`config.mk`:
```
export PLATFORM = sky130hd
export DESIGN_NAME = program_loader
export DESIGN_NICKNAME = d
export VERILOG_FILES = /design/src/rtl/program_loader.sv
export SDC_FILE = /design/constraint.sdc
export NUM_CORES = 1
export LEC_CHECK = 0
export ABC_AREA = 1
export CORE_ASPECT_RATIO = 0.9
export CORE_MARGIN = 5
export CORE_UTILIZATION = 44
export DETAILED_ROUTE_END_ITERATION = 6
export DONT_BUFFER_PORTS = 1
export PLACE_DENSITY_LB_ADDON = 0.3
export SYNTH_ARGS = -nofsm -noshare
export SYNTH_HDL_FRONTEND = slang
export SYNTH_SLANG_ARGS = --single-unit
```
`constraint.sdc`:
```
create_clock -name clk -period 3.2 [get_ports clk]
set_input_delay 0 -clock clk [delete_from_list [all_inputs] [get_ports clk]]
set_output_delay 0 -clock clk [all_outputs]
set_load 0.005 [all_outputs]
```
`src/rtl/program_loader.sv`:
```
// Program memory loader: parses an A5/count/words/checksum byte stream, writes the
// words from address 0, zero-fills the remainder and holds the CPU in reset meanwhile.
module program_loader #(
    parameter int ADDR_WIDTH = 6
) (
    input  logic                  clk,
    input  logic                  rst_n,
    input  logic [7:0]            byte_data,
    input  logic                  byte_valid,
    output logic                  byte_ready,
    output logic                  pm_we,
    output logic [ADDR_WIDTH-1:0] pm_addr,
    output logic [15:0]           pm_wdata,
    output logic                  cpu_hold,
    output logic                  done,
    output logic                  error
);
    localparam int SIZE = 1 << ADDR_WIDTH;
    localparam int AW   = ADDR_WIDTH + 1;

    typedef enum logic [2:0] {IDLE, COUNT, HI, LO, CHK, FILL, DONE, ERR} state_t;

    state_t        state;
    logic [AW-1:0] addr, cnt, addr_nxt;
    logic [7:0]    hi, acc;
    logic          xfer;

    assign xfer     = byte_valid && byte_ready;
    assign addr_nxt = addr + AW'(1);

    always_ff @(posedge clk) begin
        if (!rst_n) begin
            state      <= IDLE;
            byte_ready <= 1'b1;
            pm_we      <= 1'b0;
            pm_addr    <= '0;
            pm_wdata   <= '0;
            cpu_hold   <= 1'b0;
            done       <= 1'b0;
            error      <= 1'b0;
            addr       <= '0;
            cnt        <= '0;
            hi         <= '0;
            acc        <= '0;
        end else begin
            pm_we <= 1'b0;
            case (state)
                IDLE, DONE, ERR: begin
                    if (xfer && byte_data == 8'hA5) begin
                        state    <= COUNT;
                        cpu_hold <= 1'b1;
                        done     <= 1'b0;
                        error    <= 1'b0;
                        addr     <= '0;
                        acc      <= '0;
                    end
                end
                COUNT: begin
                    if (xfer) begin
                        if (byte_data == 8'h00 || int'(byte_data) > SIZE) begin
                            state <= ERR;
                            error <= 1'b1;
                        end else begin
                            cnt   <= AW'(byte_data);
                            state <= HI;
                        end
                    end
                end
                HI: begin
                    if (xfer) begin
                        hi    <= byte_data;
                        acc   <= acc ^ byte_data;
                        state <= LO;
                    end
                end
                LO: begin
                    if (xfer) begin
                        acc      <= acc ^ byte_data;
                        pm_we    <= 1'b1;
                        pm_addr  <= addr[ADDR_WIDTH-1:0];
                        pm_wdata <= {hi, byte_data};
                        addr     <= addr_nxt;
                        state    <= (addr_nxt == cnt) ? CHK : HI;
                    end
                end
                CHK: begin
                    if (xfer) begin
                        if (byte_data != acc) begin
                            state <= ERR;
                            error <= 1'b1;
                        end else if (addr == AW'(SIZE)) begin
                            state    <= DONE;
                            done     <= 1'b1;
                            cpu_hold <= 1'b0;
                        end else begin
                            // first fill write goes out together with the checksum accept
                            state      <= FILL;
                            byte_ready <= 1'b0;
                            pm_we      <= 1'b1;
                            pm_addr    <= addr[ADDR_WIDTH-1:0];
                            pm_wdata   <= '0;
                            addr       <= addr_nxt;
                        end
                    end
                end
                FILL: begin
                    if (addr == AW'(SIZE)) begin
                        state      <= DONE;
                        done       <= 1'b1;
                        cpu_hold   <= 1'b0;
                        byte_ready <= 1'b1;
                    end else begin
                        pm_we    <= 1'b1;
                        pm_addr  <= addr[ADDR_WIDTH-1:0];
                        pm_wdata <= '0;
                        addr     <= addr_nxt;
                    end
                end
                default: state <= IDLE;
            endcase
        end
    end
endmodule

```
# Yosys cells after proc, flatten, opt, wreduce, memory -nomap -nowiden
# Index checks and enable logic that the tools add are counted.
[classes]
n_addsub = 1
n_lt_le_gt_ge = 1
n_eq_ne = 22
mux = 55
bitwise_logic = 2
n_reduce_logical = 22
[op_table]
columns = ["cell", "n"]
rows = [
  ["2-to-1 mux 16 bit", 4],
  ["case mux 16 bit (3 select lines)", 1],
  ["2-to-1 mux 7 bit", 5],
  ["case mux 7 bit (4 select lines)", 1],
  ["2-to-1 mux 3 bit", 8],
  ["2-to-1 mux 6 bit", 4],
  ["2-to-1 mux 1 bit", 20],
  ["inequality test 2 bit, second input constant", 10],
  ["case mux 3 bit (6 select lines)", 1],
  ["case mux 6 bit (3 select lines)", 1],
  ["2-to-1 mux 8 bit", 2],
  ["case mux 8 bit (2 select lines)", 1],
  ["== test 3 bit, second input constant", 4],
  ["case mux 1 bit (3 select lines)", 4],
  ["AND reduction 6 bit", 2],
  ["AND reduction 5 bit", 2],
  ["nonzero test 3 bit", 3],
  ["== test 8 bit, second input constant", 1],
  ["greater-than comparator 8 x 7 -> 1 bit, second input constant", 1],
  ["zero test 8 bit", 1],
  ["inequality test 8 bit", 1],
  ["AND reduction 4 bit", 2],
  ["bitwise XOR 8 bit", 1],
  ["adder 7 x 1 -> 7 bit, second input constant", 1],
  ["other kinds (17)", 22],
]
[word_totals]
regBits = 60
out_inout_bits = 27

# Depth between registers and ports, before layout
# Gate-level depths: netlist (run 1).
[logic_depth]
word_depth = 5
mapped_depth = 13
mapped_depth_nobuf = 13

# Least setup slack after synthesis (run 1)
# OpenSTA, ideal clock, no wires.
[synth_timing]
path_kind = "register to register"
start = "register addr[0]"
end = "register addr[1]"
setup_time_ns = 0.118
t_arrival_ns = 1.710
t_required_ns = 3.082
path_slack_ns = 1.372
stages_incl_launch_ff = 12
period_less_slack_ns = 1.828
path_cell_list = "dfxtp_1 -> clkbuf_1 -> inv_1 -> ha_1 -> inv_1 -> nor3_1 -> nand3_1 -> o21ai_4 -> nor3_4 -> nand2_2 -> nand2_4 -> a21oi_2"
[synth_via]
elab_chain_len = 5
elab_cells_between_ends = 7
classes_between = "add/sub (1); eq/ne (1); mux (5)"
[synth_lines]
columns = ["element", "line_no", "text"]
rows = [
  ["start: declaration", "24", "logic [AW-1:0] addr, cnt, addr_nxt;"],
  ["start signal: assignment", "82", "addr <= addr_nxt;"],
  ["start signal: assignment", "102", "addr <= addr_nxt;"],
  ["start signal: assignment", "116", "addr <= addr_nxt;"],
  ["adder 7 x 1 -> 7 bit or == test 7 bit (tied branches)", "29, 91, 107", ""],
  ["2-to-1 mux 7 bit", "91, 107", ""],
  ["2-to-1 mux 7 bit", "88", "if (byte_data != acc) begin"],
  ["2-to-1 mux 7 bit", "87", "if (xfer) begin"],
  ["case mux 7 bit (4 select lines) *", "47", "case (state)"],
]
# Every way passes the cells marked *; elsewhere a longest branch is shown, timed or not. The select of a mux whose other input is x is not followed.
# A chain may end at the register's enable or synchronous reset.

# Worst setup path after layout (run 1)
[layout_timing]
start = "register addr[0]"
end = "register pm_wdata[1]"
[layout_via]
elab_chain_len = 5
[layout_lines]
columns = ["element", "line_no", "text"]
rows = [
  ["== test 7 bit *", "91, 107", ""],
  ["2-to-1 mux 16 bit *", "--", ""],
  ["2-to-1 mux 16 bit (2 in a row)", "--", ""],
  ["case mux 16 bit (3 select lines) *", "--", ""],
  ["end signal: assignment", "81", "pm_wdata <= {hi, byte_data};"],
  ["end: declaration", "13", "output logic [15:0] pm_wdata,"],
]
# Marked as above.

==> summary.md, run 1 <==
| Metric | Value |
|---|---|
| Ports | 38 |
| Global route overflow | 0 |
| Worst Hold Class | in2reg |
| Min-delay src | byte_data[7] |
| # DRC | 0 |
| PwrDens | 539 nW/um^2 |
| Final setup vio count | 0 |
| Tmin final | 2.31 ns |
| Die ar. | 9090 sq um |
| Setup Skew | 0.00680 ns |
| DRT antenna net count | 0 |
| DP Wirelength | 5340 um |
| Type of the worst setup path | reg2reg |
| CTS max path bufs | 2 |
| Synth area leader | dfxtp_1 |
| Core ar. | 7080 sq um |
| Peak VDD IR | 0.000446 V |
| Fin. Hold Viols | 0 |
| Yosys top cell area share | 37.5% |
| Num rows | 29 |
| Status | complete, no violations |
| Slew margin rel. | 40.0% |
| Clk root buf | clkbuf_8 |
| Reg clk slew, reported paths | 0.07 ns |
| Drt pass-1 iters | 5 |
| Lkg Pwr | 1.41 nW |
| Vias | 2,865 |
| # diodes | 0 |
| Initial drt markers | 205 |
| Average size of a mapped cell | 7.22 sq um |
| Vias in the first global route | 2,656 |
| Final #Nets | 460 |
| Initial antenna violation count | 0 |
| CP arrival | 2.58 ns |
| Die span in y | 91.0 um |
| Synth warnings | 0 |
| Start point of the critical path | addr[0] |
| Top post-synthesis cells by area | dfxtp_1 37%, nand2_1 11%, nor2_1 9.0% |
| Max-Cap Viols | 0 |
| TNS Setup | 0 ns |
| Post-synthesis instance total | 444 |
| Port Buf Inserts | 0 |
| Vias per Instance | 5.26 |
| Crit start category | flop |
| RSZ-0062 raised after global routing | false |
| Initial Util | 45.3% |
| Placer Congestion | 0.946 |
| Layout cells sized above 1 | 15.9% |
| Routed len/inst | 14.6 um |
| Net Count, Synth | 457 |
| Multi-input gate area | 1740 sq um |
| First-pass GRT wire length | 13,100 um |
| Worst-path fanout max | 22 |
| Tightest hold margin | 0.00747 ns |
| Clock Latency Late Sink | 0.34 ns |
| Seq/Total Area, Yosys | 37.5% |
| Tot GR Track Use | 17.7% |
| TritonCTS buffer count | 9 |
| Worst EP required | 3.47 ns |
| CTS tree | done |
| # clock sinks | 60 |
| FF+latch area | 1200 sq um |
| Largest net degree at the start of global routing | 50 |
| Area growth from synthesis to layout | 10.7% |
| Filler cell count | 703 |
| Pins Over Slew Limit | 0 |
| Die width | 100 um |
| H-tree levels | 3 |
| Mapped cell area | 3210 sq um |
| Max Fclk | 433 MHz |
| WL final | 7970 um |
| Final period util | 72.2% |
| Distinct cells, synth | 35 |
| Synth Register Bits | 60 |
| Crit. End Element | flop |
| Beginning of the worst register-to-register path | addr[0] |
| Worst slew pin tran | 0.897 ns |
## cells in the mapped netlist (all sizes together)
library cell	instances
nor4	1
dfxtp	60
xor2	5
nor2	83
o211ai	3
inv	35
a31oi	1
nor3b	1
xnor2	5
o21ai	24
o211a	4
buf	17
clkinv	1
nand2	98
a21oi	35
nand4	8
nand3	50
clkbuf	3
ha	2
nor3	8
## worst max-delay path: stages, from the launching register on
cell     delay, ns
dfxtp_1       0.50
inv_1         0.11
ha_1          0.21
inv_1         0.05
nor3_1        0.06
nand3_1       0.18
o21ai_4       0.12
nor3_4        0.74
nor2_1        0.13
nor2_1        0.14
## state kept, by name, summed over array words and instances, names as in the netlist
signal / flops
state: 3
pm_addr: 6
pm_wdata: 16
cpu_hold: 1
acc: 8
hi: 8
cnt: 7
pm_we: 1
byte_ready: 1
addr: 7
done: 1
error: 1
## kinds of logic after synthesis
kind of cell / synth area share (%)
simple gates: 38.3
buf+inv: 8.16
fa+ha+maj: 0.781
xor+xnor: 2.73
compound gates: 12.5
flops: 37.5
## area by class of cell
class	instances	area share, %
Multi-Input combinational cell	328	49.1
Inverter	36	3.84
Clock buffer	10	3.88
Clock inverter	6	2.47
Tap cell	93	3.28
Timing Repair Buffer	12	3.60
Sequential cell	60	33.8
## report_power, final
| part | switching, mW | internal (mW) | total, mW |
|---|---|---|---|
| registers | 0.0463 | 0.785 | 0.831 |
| logic | 0.193 | 0.109 | 0.303 |
| clock network | 0.318 | 0.460 | 0.778 |
| total | 0.558 | 1.35 | 1.91 |
## final timing paths
check        slack (ns)     endpoint  cells past startpoint
min               0.007       acc[7]                      3
max reg2reg        0.89  pm_wdata[1]                      9
max                0.89  pm_wdata[1]                      9
min reg2reg        0.47        error                      2
## repair_timing
action	4_1_cts	5_1_grt
endpoints found under the hold margin	55	0
hold buffers	11	0
setup buffers	0	0
endpoints found under the setup margin	0	0
resized for setup	0	0
## layer usage
metal	vias up	track usage [%]	share of wire [%]
met2	83	28.5	47
met3	12	4.60	6.3
met4	0	5.61	1.4
met5	-	0	0
li1	1457	-	-
met1	1313	23.3	45
## placed cells by master (no fill, tap or decap), drive strengths merged, types with 5 or more instances in the layout
master       Yosys  layout
a21oi           35      35
clkbuf           3      10
clkinv           1       5
dfxtp           60      60
dlygate4sd3      0      10
inv             35      35
nand2           98      98
nand3           50      50
nand4            8       8
nor2            83      83
nor3             8       8
o21ai           24      24
xnor2            5       5
xor2             5       5
## per-stage QoR
stage,total power [mW],cell area [sq um],worst slack [ns],instances,utilization [%]
after floorplan,1.08,3210,1.37,444,-
after global placement,1.12,3200,1.02,518,45.3
after detailed placement,1.12,3200,0.997,518,45.3
after CTS,1.92,3550,0.975,545,50.2
after global routing,2.00,3550,0.750,545,50.2
final,1.91,3550,0.888,545,50.2
(Power assumes the default switching activity.)
==> run 2, diff against run 1 <==
--- a/config.mk
+++ b/config.mk
@@ -5,7 +5,7 @@
 export SDC_FILE = /design/constraint.sdc
 export NUM_CORES = 1
 export LEC_CHECK = 0
-export ABC_AREA = 1
+export ABC_AREA = 0
 export CORE_ASPECT_RATIO = 0.9
 export CORE_MARGIN = 5
 export CORE_UTILIZATION = 44
==> constraint.sdc (replaced) <==
create_clock -name clk -period 2 [get_ports clk]
set_input_delay 0 -clock clk [delete_from_list [all_inputs] [get_ports clk]]
set_output_delay 0 -clock clk [all_outputs]
set_load 0.005 [all_outputs]
==> run 2 against run 1 <==
Final cell count shrank 12%. Hold slack better by 0.010 ns. Clock-buffer cell count increased by 1. Clock skew up 0.0025 ns. Maximum frequency is 20% higher. Global-route usage is 1.8 points higher. Synthesized area down 5.5%. Power is 80% higher. Routed wire length is 0.49% higher. Die area fell by 5.0%. Non-clock buffer count rose by 32. Largest cell class unchanged.
==> summary.md, run 2 <==
| Metric | Value |
|---|---|
| TNS Setup | 0 ns |
| Top Registers | pm_wdata (16), acc (8), hi (8) |
| Post-synth top cells | 60 x dfxtp_1, 52 x nand2_1, 40 x mux2i_1, 35 x nor2_1, 17 x clkbuf_1 |
| Worst Hold Class | in2reg |
| Largest Register | pm_wdata |
| Most Used Layer, Global Route | met2 |
| Initial antenna violation count | 0 |
| Pins Over Slew Limit | 0 |
| GRT met1 Usage | 25.1% |
| DP Wirelength | 5260 um |
| Die width | 97.4 um |
| Distinct cells, synth | 52 |
| Crit-path leading delay family | compound AO/OA/AOI/OAI gates |
| Yosys top cell area share | 39.7% |
| First-pass GRT wire length | 13,400 um |
| Lkg Pwr | 1.52 nW |
| CTS max path bufs | 2 |
| H-tree levels | 3 |
| Initial drt markers | 138 |
| Critical path, cell by cell | xor2_1, nor4_2, a311oi_1, buf_4, o311ai_0, o211ai_1 |
| Synth area leader | dfxtp_1 |
| Ports | 38 |
| Reg clk slew, reported paths | 0.07 ns |
| Final worst slack | 0.0785 ns |
| # clock sinks | 60 |
| Clk root buf | clkbuf_8 |
| Count leader, synth | dfxtp_1 |
| Most frequent cells in the layout | 58 x dfxtp_1, 52 x nand2_1, 40 x mux2i_1, 34 x nor2_1, 32 x buf_4 |
| Average size of a mapped cell | 8.65 sq um |
| Clock Latency Late Sink | 0.34 ns |
| Area growth from synthesis to layout | 20.7% |
| Tot GR Track Use | 19.5% |
| Vias in the first global route | 2,670 |
| Worst slew pin tran | 0.690 ns |
| Post-synthesis instance total | 350 |
| Layout cells sized above 1 | 16.7% |
| Final period util | 96.1% |
| Max incr delay on CP | 0.42 ns |
| WL final | 8010 um |
| Top post-synthesis cells by area | dfxtp_1 40%, mux2i_1 13%, nand2_1 6.4% |
| CTS tree | done |
| Core ar. | 6620 sq um |
| PwrDens | 940 nW/um^2 |
| Met2 Usage GRT | 31.9% |
| Net Count, Synth | 363 |
| Vias | 2,635 |
| Drt pass-1 iters | 4 |
| Worst EP required | 2.20 ns |
| # DRC | 0 |
| Max Fclk | 520 MHz |
| Ys async rst share | 0% |
| Routed len/inst | 16.7 um |
| Largest net degree at the start of global routing | 41 |
| Worst-path fanout max | 6 |
| CP arrival | 2.12 ns |
| Mapped cell area | 3030 sq um |
| Tmin final | 1.92 ns |
| WP buf/inv | 1 |
| Max-Cap Viols | 0 |
| Initial Util | 45.7% |
| Total power | 3.44 mW |
| Type of the worst setup path | reg2reg |
| Max reg flops | 16 |
| Vias per Instance | 5.50 |
| Peak VDD IR | 0.000557 V |
| Met3 Usage GRT | 5.52% |
| Slowest stage cell, crit path | o311ai_0 |
| Number of flops mapped to enable cells by yosys | 0 |
| Final setup vio count | 0 |
| Num rows | 28 |
| Die ar. | 8640 sq um |
| DP Cell Count | 452 |
| Seq/Total Area, Yosys | 39.7% |
| Crit. End Element | flop |
| Crit start category | flop |
| Placer Congestion | 0.877 |
| # diodes | 0 |
| Global route overflow | 0 |
| Slew margin rel. | 54.0% |
| Main synth FF type | dfxtp_1 |
| Pre-CTS setup slack | 0.00168 ns |
| Die span in y | 88.7 um |
| Setup Skew | 0.00928 ns |
| Tightest hold margin | 0.0178 ns |
| Final #Nets | 397 |
| Fin. Hold Viols | 0 |
| Port Buf Inserts | 0 |
| Status | complete, no violations |
| Post-route insts no fill | 479 |
| TritonCTS buffer count | 9 |
| DRT antenna net count | 0 |
| Commonest non-fill, non-tap cell in the layout | dfxtp_1 |
| Synth warnings | 0 |
| Synth Register Bits | 60 |
-- run 2: changes by cell type in the layout (fill, tap and decap cells not counted), moves of 6 or more --
cell      delta
mux2i_1     +40
nand3_1     -21
a21oi_1     -15
buf_4       +31
nand2_1     -39
o21ai_0     -11
inv_1       -24
a21oi_2      -6
nand3b_1     +7
nand3_2     -20
nor2_1      -43
-- run 2: cell type report --
type | count | area, sq um
fill | 612 | 2970
multi-input combinational | 263 | 1730
sequential | 60 | 1200
timing repair buffer | 44 | 380
clock buffer | 11 | 141
tap | 90 | 113
clock inverter | 5 | 61.3
inverter | 6 | 22.5
-- run 2: final timing paths --
path	startpoint	to	slack [ns]	cells past startpoint
max	acc[0]	addr[6]	0.08	6
min	rst_n	hi[4]	0.02	2
max reg2reg	acc[0]	addr[6]	0.08	6
min reg2reg	hi[2]	pm_wdata[10]	0.47	2
-- run 2: repair_timing --
item                                    in CTS  in global routing
hold endpoints to repair                    57                  0
endpoints found under the setup margin       2                 23
hold buffers                                11                  0
pin swaps                                    3                  3
gates resized for setup                      1                  4
setup buffers                                1                  0
-- run 2: kinds of logic after synthesis --
kind of cell / Yosys count / share of synthesized area [%]
AOI/OAI and AO/OA: 55 / 12.3
xor gates and xnor gates: 20 / 5.78
adders and majority gates: 2 / 0.826
buffers and inverters: 27 / 3.51
DFF: 60 / 39.7
muxes: 40 / 13.2
and+or+nand+nor: 146 / 24.7
-- run 2: per-stage QoR --
step	instance area [sq um]	utilization [%]
3_5_place_dp	3320	50.1
2_1_floorplan	3030	-
4_1_cts	3650	55.1
6_report	3650	55.2
5_1_grt	3650	55.2
3_3_place_gp	3320	50.1
-- run 2: per-layer routing --
metal  wire [um]  vias to the layer above  share of wire [%]
met4          74                        0               0.92
met3         551                        7                6.9
met2        3750                       76                 47
li1            -                     1307                  -
met5           0                        -                  0
met1        3640                     1245                 45
-- run 2: where the power goes --
group / switching, mW / leakage (nW) / internal, mW
registers: 0.0877 / 0.485 / 1.26
logic: 0.509 / 0.944 / 0.462
clock network: 0.501 / 0.0918 / 0.611
